## src/rtl/counter_arbiter.sv

```systemverilog
// rtl/counter_arbiter.sv - round-robin arbitrated up/down counter with burst lock
// Optional CNT_ARB_SAT_EN: saturating arithmetic instead of modulo wrap.
module counter_arbiter #(
   parameter int               WIDTH   = 8,
   parameter int               NREQ    = 2,
   parameter logic [WIDTH-1:0] RST_VAL = '0
) (
   input  logic             clk,
   input  logic             reset,
   input  logic             enable,
   input  logic [NREQ-1:0]  req,
   input  logic [NREQ-1:0]  dec,
   input  logic [NREQ-1:0]  lock,
   output logic [WIDTH-1:0] out,
   output logic [NREQ-1:0]  gnt,
   output logic             zero,
   output logic             wrap
);

   localparam int PW = (NREQ > 1) ? $clog2(NREQ) : 1;

   typedef enum logic {
      ARB    = 1'b0,
      LOCKED = 1'b1
   } state_t;

   state_t          state;
   logic [PW-1:0]   owner;
   logic [PW-1:0]   ptr;

   logic            found_hi;
   logic            found_lo;
   logic [PW-1:0]   win_hi;
   logic [PW-1:0]   win_lo;
   logic [PW-1:0]   win;
   logic            owner_req;
   logic [PW-1:0]   sel;
   logic            sel_dec;
   logic            sel_lock;
   logic            grant_valid;
   logic [PW-1:0]   ptr_nxt;
   logic [WIDTH-1:0] nxt_out;
   logic            nxt_wrap;

   // Round-robin search: lowest set request at or above ptr, else lowest overall.
   always_comb begin
      found_hi = 1'b0;
      found_lo = 1'b0;
      win_hi   = '0;
      win_lo   = '0;
      for (int i = 0; i < NREQ; i++) begin
         if (req[i]) begin
            if (!found_lo) begin
               found_lo = 1'b1;
               win_lo   = PW'(i);
            end
            if (!found_hi && (PW'(i) >= ptr)) begin
               found_hi = 1'b1;
               win_hi   = PW'(i);
            end
         end
      end
      win = found_hi ? win_hi : win_lo;
   end

   always_comb begin
      owner_req = 1'b0;
      for (int i = 0; i < NREQ; i++) begin
         if (PW'(i) == owner) begin
            owner_req = req[i];
         end
      end
   end

   assign sel = (state == LOCKED) ? owner : win;

   always_comb begin
      sel_dec  = 1'b0;
      sel_lock = 1'b0;
      for (int i = 0; i < NREQ; i++) begin
         if (PW'(i) == sel) begin
            sel_dec  = dec[i];
            sel_lock = lock[i];
         end
      end
   end

   assign grant_valid = !reset && enable &&
                        ((state == LOCKED) ? owner_req : found_lo);

   always_comb begin
      gnt = '0;
      for (int i = 0; i < NREQ; i++) begin
         gnt[i] = grant_valid && (sel == PW'(i));
      end
   end

   assign ptr_nxt = (sel == PW'(NREQ - 1)) ? '0 : sel + PW'(1);

`ifdef CNT_ARB_SAT_EN
   always_comb begin
      nxt_wrap = 1'b0;
      if (sel_dec) begin
         nxt_out = (out == '0) ? out : out - WIDTH'(1);
      end else begin
         nxt_out = (out == '1) ? out : out + WIDTH'(1);
      end
   end
`else
   always_comb begin
      if (sel_dec) begin
         nxt_out  = out - WIDTH'(1);
         nxt_wrap = (out == '0);
      end else begin
         nxt_out  = out + WIDTH'(1);
         nxt_wrap = (out == '1);
      end
   end
`endif

   always_ff @(posedge clk or posedge reset) begin
      if (reset) begin
         out   <= RST_VAL;
         wrap  <= 1'b0;
         state <= ARB;
         owner <= '0;
         ptr   <= '0;
      end else begin
         wrap <= 1'b0;
         if (enable) begin
            if (grant_valid) begin
               out  <= nxt_out;
               wrap <= nxt_wrap;
               ptr  <= ptr_nxt;
            end
            case (state)
               ARB: begin
                  if (grant_valid && sel_lock) begin
                     state <= LOCKED;
                     owner <= sel;
                  end
               end
               LOCKED: begin
                  // A missing owner request or a lock=0 operation ends the burst.
                  if (!owner_req || !sel_lock) begin
                     state <= ARB;
                  end
               end
               default: state <= ARB;
            endcase
         end
      end
   end

   assign zero = (out == '0);

endmodule
```

## config.mk

```make
export PLATFORM = sky130hd
export DESIGN_NAME = counter_arbiter
export DESIGN_NICKNAME = d
export VERILOG_FILES = /design/src/rtl/counter_arbiter.sv
export SDC_FILE = /design/constraint.sdc
export NUM_CORES = 1
export LEC_CHECK = 0
export CORE_MARGIN = 4
export CORE_UTILIZATION = 35
export DETAILED_ROUTE_END_ITERATION = 16
export PLACE_DENSITY = 0.59
export SYNTH_ARGS = -nofsm -noshare
export SYNTH_HDL_FRONTEND = slang
export SYNTH_SLANG_ARGS = --single-unit
```

## constraint.sdc

```tcl
create_clock -name clk -period 7.24 [get_ports clk]
set_input_delay 2.172 -clock clk [delete_from_list [all_inputs] [get_ports clk]]
set_output_delay 2.172 -clock clk [all_outputs]
set_load 0.01 [all_outputs]
```

== Yosys cells after proc, flatten, opt, wreduce, memory -nomap -nowiden ==
Cells that the tools add are included.

* Flip-flop bits (word level): 12
* Input port bits: 9
* Word-level logic and storage cells: 51

* $add $sub $neg: 3
* Order comparisons: 2
* Equal/unequal tests: 1
* Multiplexer cells: 24
* Bitwise logic cells: 2
* Reduce and logical (&&, ||, !) cells: 14

{| class="wikitable"
|+ Operator list
! operator !! count
|-
| two-way mux 1 bit || 22
|-
| adder 8 x 1 -> 8 bit, second input constant || 1
|-
| equality test 8 bit, second input constant || 1
|-
| logical NOT 8 bit || 1
|-
| two-way mux 8 bit || 1
|-
| subtractor 8 x 1 -> 8 bit, second input constant || 1
|-
| logical AND 1 bit || 6
|-
| logical NOT 1 bit || 4
|-
| AND reduction 3 bit || 1
|-
| >= comparator 1 bit, first input constant || 2
|-
| inverter 1 bit || 2
|-
| case mux 1 bit (2 select lines) || 1
|-
| AND reduction 2 bit || 1
|-
| adder 1 bit, second input constant || 1
|-
| logical OR 1 bit || 1
|}

== Longest topological paths before layout ==
Gate-level depths: netlist (run 1).

* Word-level depth: 14
* Gate-level depth with buffers: 11
* Mapped depth without buffers: 11

== Worst setup path before layout (run 1) ==
No wires, ideal clock.

* Kind: input-to-output
* Start: input req[0]
* End: output gnt[0]
* Arrival time: 3.067 ns
* Required time: 5.068 ns
* Path slack: 2.001 ns
* Cell stages on the path: 4
* Cells stage by stage: nor3_1 or4b_1 buf_2 nor2_1

* Longest elaborated chain between the ends: 9
* Elaborated cells on any way between the ends: 18

{| class="wikitable"
|+ Ends and longest elaborated chain
! what !! RTL line !! text
|-
| start, declared || 11 || <nowiki>input logic [NREQ-1:0] req,</nowiki>
|-
| two-way mux 1 bit || 52 || <nowiki>if (req[i]) begin</nowiki>
|-
| logical NOT 1 bit || 57 || <nowiki>if (!found_hi && (PW'(i) >= ptr)) begin</nowiki>
|-
| logical AND 1 bit || 57 ||
|-
| two-way mux 1 bit || 57 ||
|-
| two-way mux 1 bit || 52 ||
|-
| two-way mux 1 bit || 63 || <nowiki>win = found_hi ? win_hi : win_lo;</nowiki>
|-
| two-way mux 1 bit || 75 || <nowiki>assign sel = (state == LOCKED) ? owner : win;</nowiki>
|-
| inverter 1 bit || 94 || <nowiki>gnt[i] = grant_valid && (sel == PW'(i));</nowiki>
|-
| logical AND 1 bit (*) || 94 ||
|-
| end, declared || 15 || <nowiki>output logic [NREQ-1:0] gnt,</nowiki>
|}

Every way passes the cells marked *; elsewhere a longest branch is shown, timed or not.

== Final worst setup path (run 1) ==
Ends and elaborated chain as after synthesis.

==> impl_metrics.env, run 1 <==
export IMPL_r2r_setup_slack_ns=4.11
export IMPL_synth_cells=86
export IMPL_cpMaxStageDelayCell="or4b_1"
export IMPL_ys_ff_latch=12
export IMPL_gp_congestion=0.797
export IMPL_p_leak_nw=0.472
export IMPL_avgSynthCellArea_um2=9.43
export IMPL_fmaxAchievable_mhz=153
export IMPL_crit_family="simple AND/OR/NAND/NOR gates"
export IMPL_required_ns=5.07
export IMPL_ctsRootBufferMaster="clkbuf_4"
export IMPL_cts_sinks=12
export IMPL_portBuffers=20
export IMPL_drcViolationCount=0
export IMPL_ys_types=28
export IMPL_r2r_cells=11
export IMPL_setup_tns_ns=0
export IMPL_crit_type="input port to output port"
export IMPL_path_buf_inv=2
export IMPL_worst_slew_pin_slew_ns=0.538
export IMPL_p_per_area_nw_per_um2=370
export IMPL_synth_top_cell_by_area="dfrtp_1"
export IMPL_peakVddDrop_mv=0.175
export IMPL_die_area_um2=3150
export IMPL_via_count=712
export IMPL_synthesis_nets=102
export IMPL_postCtsHoldBufs=0
export IMPL_antenna_cells=0
export IMPL_routed_wl_mm=1.74
export IMPL_path_clk_slew_ns=0.07
export IMPL_cts_buffer_depth=2
export IMPL_worstPathArrival_ns=4.35
export IMPL_firstDrtPassIters=2
export IMPL_hold_depth=1
export IMPL_max_slew_margin_pct=64.2
export IMPL_start_util_pct=36.7
export IMPL_die_w_um=56.1
export IMPL_grt_max_degree=19
export IMPL_drt_initial_drc_count=14
export IMPL_total_power_mw=0.392
export IMPL_fin_skew_ns=0.00587
export IMPL_wl_per_cell_um=12.9
export IMPL_antenna_found_initial=0
export IMPL_post_dp_hpwl_mm=1.35
export IMPL_globalRouteOverflowTotal=0
export IMPL_ant_nets=0
export IMPL_critPathMaxStageDelay_ns=0.79
export IMPL_hold_viol=0
export IMPL_critPathLaunch="req[0]"
export IMPL_synthesis_area_um2=811
export IMPL_clk_latency_ns=0.27
export IMPL_status="completed"
export IMPL_path_max_fanout=18
export IMPL_ys_top_cells_by_area="dfrtp_1 (37%), ha_1 (9.3%), xnor2_1 (5.4%)"
export IMPL_setup_worst_path_end_class="output port"
export IMPL_final_util_pct=47.9
export IMPL_grt_pass1_vias=739
export IMPL_finalSetupViolCount=0
export IMPL_cp_num_cells=5
export IMPL_layout_nets=125
export IMPL_viasPerCell=5.27
export IMPL_grt_use_total_pct=13.2
export IMPL_r2r_end="out[7]"
export IMPL_worstSetupStartpointType="input port"
export IMPL_num_io_pins=21
export IMPL_post_cts_buffers=0
export IMPL_synth_top_area_share_pct=37.0
export IMPL_numCtsBuffers=3
export IMPL_path_cells="clkdlybuf4s50_1 > nor3_1 > or4b_1 > nor2_1 > clkdlybuf4s50_1"
export IMPL_drive_above_1_share_pct=6.54
export IMPL_hold_path_class="flip-flop to flip-flop"
export IMPL_grt_pass1_wl_mm=3.30
export IMPL_ys_warn_count=0
export IMPL_rsz0062_at_grt="false"
export IMPL_synth_seq_area_share_pct=37.0
export IMPL_cts_tree="done"
export IMPL_rows=17
export IMPL_cts_resized=0
export IMPL_critPathCapture="gnt[0]"
export IMPL_crit_top_cell="clkdlybuf4s50_1"
export IMPL_syn_to_final_growth_pct=30.6
export IMPL_coreArea_um2=2210
export IMPL_finalCritPeriodShare_pct=90.1
export IMPL_regToRegStartpoint="state"
export IMPL_slew_viol_final=0
export IMPL_layout_min_cycle_time_ns=6.53
export IMPL_h_tree_depth=1
export IMPL_cap_violations=0
export IMPL_die_y_um=56.1
-- power by group --
part           internal [mW]  total, mW  switching [mW]
Sequential            0.0924      0.129          0.0362
Combinational          0.122      0.224           0.102
Clock                 0.0193     0.0395          0.0202
-- worst min path at each step --
stage | to | slack [ns] | start
floorplan | ptr | 0.45 | ptr
global placement | ptr | 0.50 | ptr
detailed placement | ptr | 0.50 | ptr
CTS | ptr | 0.52 | ptr
global route | ptr | 0.53 | ptr
finish | ptr | 0.51 | ptr
-- state kept, by name, summed over array words and instances (netlist names) --
register,count
out,8
owner,1
ptr,1
state,1
wrap,1
-- cells in the final DEF, fill, tap and decap left out --
master           Yosys  layout
a22o_1               1       1
nor2_1               6       6
a31oi_1              1       1
o211ai_1             1       1
mux2_2               2       2
nor2_2               1       1
fa_1                 1       1
nand3_1              1       1
a21o_1               5       5
dfrtp_1             12      12
a21oi_1              5       5
or4b_1               1       1
nor3_1               1       1
nor2b_1              2       2
nand4_1              2       2
nand2b_1             1       1
and4_1               1       1
clkdlybuf4s50_1      0      20
inv_1                3       3
nand2_1              9       9
mux2i_1              3       3
xor2_1               3       3
or4_1                2       2
a31o_2               1       1
o21ai_0              7       7
o21ai_1              1       1
xnor2_1              5       5
clkbuf_4             0       3
ha_1                 6       6
-- layer usage --
| layer | wire length [um] | GRT usage, % | vias to the layer above | part of all wire, % |
|---|---|---|---|---|
| met4 | 47 | 8.81 | 0 | 2.7 |
| met5 | 0 | 0 | - | 0 |
| met1 | 847 | 17.0 | 335 | 49 |
| met3 | 88 | 2.78 | 5 | 5.1 |
| li1 | - | - | 351 | - |
| met2 | 755 | 19.7 | 21 | 43 |
-- logic make-up after synthesis --
family	synth area share [%]
flip-flops	37.0
AO/OA/AOI/OAI	16.5
buffers and inverters	2.62
adder cells (fa/ha/maj)	11.7
XOR/XNOR	8.64
AND/OR/NAND/NOR	17.0
multiplexers	6.48
-- synthesized netlist by cell type, drive strengths merged --
cell type	number
a21o	5
a21oi	5
a22o	1
a31o	1
a31oi	1
and4	1
buf	2
dfrtp	12
fa	1
ha	6
inv	3
mux2	2
mux2i	3
nand2	9
nand2b	1
nand3	1
nand4	2
nor2	7
nor2b	2
nor3	1
o211ai	1
o21ai	8
or4	2
or4b	1
xnor2	5
xor2	3
-- per-stage QoR --
step / setup WS, ns / instances / area, um^2 / hold slack (ns)
final: 0.714 / 135 / 1060 / 0.509
after global routing: 0.606 / 135 / 1060 / 0.530
after CTS: 0.717 / 135 / 1060 / 0.518
after detailed placement: 0.717 / 132 / 1040 / 0.501
after global placement: 0.740 / 132 / 1040 / 0.500
after floorplan: 2.00 / 86 / 811 / 0.450
-- cell type report --
cell class	instances	area, um^2
fillers	227	1150
multi-input cells	69	489
flip-flops and latches	12	300
repair buffers	20	200
well taps	28	35.0
clock buffers	3	22.5
inverters	3	11.3
Power figures use the tool's default switching activity.
==> inputs of run 2 (changes only) <==
Settings changed: PLACE_DENSITY 0.59 to 0.69, TNS_END_PERCENT set to 100.
==> impl_metrics.env, run 2 (synthesis results as in run 1) <==
export IMPL_status="completed"
export IMPL_setup_worst_path_end_class="output port"
export IMPL_crit_type="input port to output port"
export IMPL_regMostFlops="out"
export IMPL_worstSetupStartpointType="input port"
export IMPL_slew_viol_final=0
export IMPL_hold_path_class="flip-flop to flip-flop"
export IMPL_cts_sinks=12
export IMPL_largest_reg_flops=8
export IMPL_setup_tns_ns=0
export IMPL_globalRouteOverflowTotal=0
export IMPL_finalSetupViolCount=0
export IMPL_p_per_area_nw_per_um2=374
export IMPL_drive_above_1_share_pct=6.54
export IMPL_via_count=724
export IMPL_worst_slew_pin_slew_ns=0.580
export IMPL_viasPerCell=5.36
export IMPL_post_dp_hpwl_mm=1.40
export IMPL_cts_tree="done"
export IMPL_gp_congestion=0.842
export IMPL_numCtsBuffers=3
export IMPL_antenna_found_initial=0
export IMPL_path_clk_slew_ns=0.07
export IMPL_ctsRootBufferMaster="clkbuf_4"
export IMPL_total_power_mw=0.396
export IMPL_start_util_pct=36.7
export IMPL_ant_nets=0
export IMPL_portBuffers=20
export IMPL_rows=17
export IMPL_die_area_um2=3150
export IMPL_p_leak_nw=0.472
export IMPL_cts_resized=0
export IMPL_die_w_um=56.1
export IMPL_pre_cts_slack_ns=0.701
export IMPL_grt_use_total_pct=12.2
export IMPL_die_y_um=56.1
export IMPL_syn_to_final_growth_pct=30.6
export IMPL_grt_max_degree=19
export IMPL_layout_common_cells="clkdlybuf4s50_1 (20), dfrtp_1 (12), nand2_1 (9)"
export IMPL_layout_nets=125
export IMPL_antenna_cells=0
export IMPL_coreArea_um2=2210
export IMPL_fin_ws_ns=0.700
export IMPL_max_slew_margin_pct=61.3
export IMPL_grt_pass1_wl_mm=3.03
export IMPL_required_ns=5.07
export IMPL_num_io_pins=21
export IMPL_fin_skew_ns=0.00257
export IMPL_layout_commonest_cell="clkdlybuf4s50_1"
export IMPL_postCtsHoldBufs=0
export IMPL_h_tree_depth=1
export IMPL_drcViolationCount=0
export IMPL_layout_min_cycle_time_ns=6.54
export IMPL_firstDrtPassIters=4
export IMPL_drt_initial_drc_count=19
export IMPL_cap_violations=0
export IMPL_clk_latency_ns=0.28
export IMPL_cts_buffer_depth=2
export IMPL_peakVddDrop_mv=0.219
export IMPL_rsz0062_at_grt="false"
export IMPL_fmaxAchievable_mhz=153
export IMPL_post_cts_buffers=0
export IMPL_routed_wl_mm=1.82
export IMPL_hold_viol=0
export IMPL_wl_per_cell_um=13.5
export IMPL_path_max_fanout=18
export IMPL_grt_pass1_vias=699
export IMPL_finalCritPeriodShare_pct=90.3
export IMPL_worstPathArrival_ns=4.37
==> run 2: cell counts in the layout (fill, tap and decap cells not counted) <==
No cell type changed its count.
==> run 2: through the flow <==
stage / util, % / hold WS [ns] / std cells / cell area, um^2
after global placement: 46.8 / 0.480 / 132 / 1040
after floorplan: - / 0.450 / 86 / 811
after detailed placement: 46.8 / 0.468 / 132 / 1040
after CTS: 47.9 / 0.484 / 135 / 1060
final: 47.9 / 0.480 / 135 / 1060
after global routing: 47.9 / 0.525 / 135 / 1060
==> run 2: routing by layer <==
| layer | routed length, um | vias up | share of wire (%) | track usage [%] |
|---|---|---|---|---|
| met5 | 0 | - | 0 | 0 |
| met4 | 34 | 0 | 1.9 | 8.81 |
| met3 | 129 | 3 | 7.1 | 3.25 |
| met2 | 839 | 30 | 46 | 18.7 |
| met1 | 820 | 338 | 45 | 14.6 |
| li1 | - | 353 | - | - |
==> run 2: worst paths after layout <==
| kind | depth (start not counted) | endpoint | from | slack [ns] |
|---|---|---|---|---|
| setup / recovery | 5 | gnt[0] | req[0] | 0.70 |
| hold reg to reg | 1 | ptr | ptr | 0.48 |
| min in group asynchronous | 2 | state | reset | 2.24 |
| setup reg to reg | 11 | out[7] | state | 4.06 |
| max in group asynchronous | 2 | out[1] | reset | 4.70 |
| hold / removal | 1 | ptr | ptr | 0.48 |
==> run 2: worst max-delay path: stages <==
cell             delay, ns
clkdlybuf4s50_1       0.52
nor3_1                0.07
or4b_1                0.81
nor2_1                0.24
clkdlybuf4s50_1       0.56
==> run 2: cell type report <==
class | instances | area [um^2]
repair buffers | 20 | 200
flip-flops and latches | 12 | 300
well taps | 28 | 35.0
fillers | 214 | 1150
inverters | 3 | 11.3
multi-input cells | 69 | 489
clock buffers | 3 | 22.5
==> run 2: power breakdown <==
part / switching [mW] / internal, mW
clock: 0.0221 / 0.0193
combinational: 0.104 / 0.122
sequential: 0.0366 / 0.0924
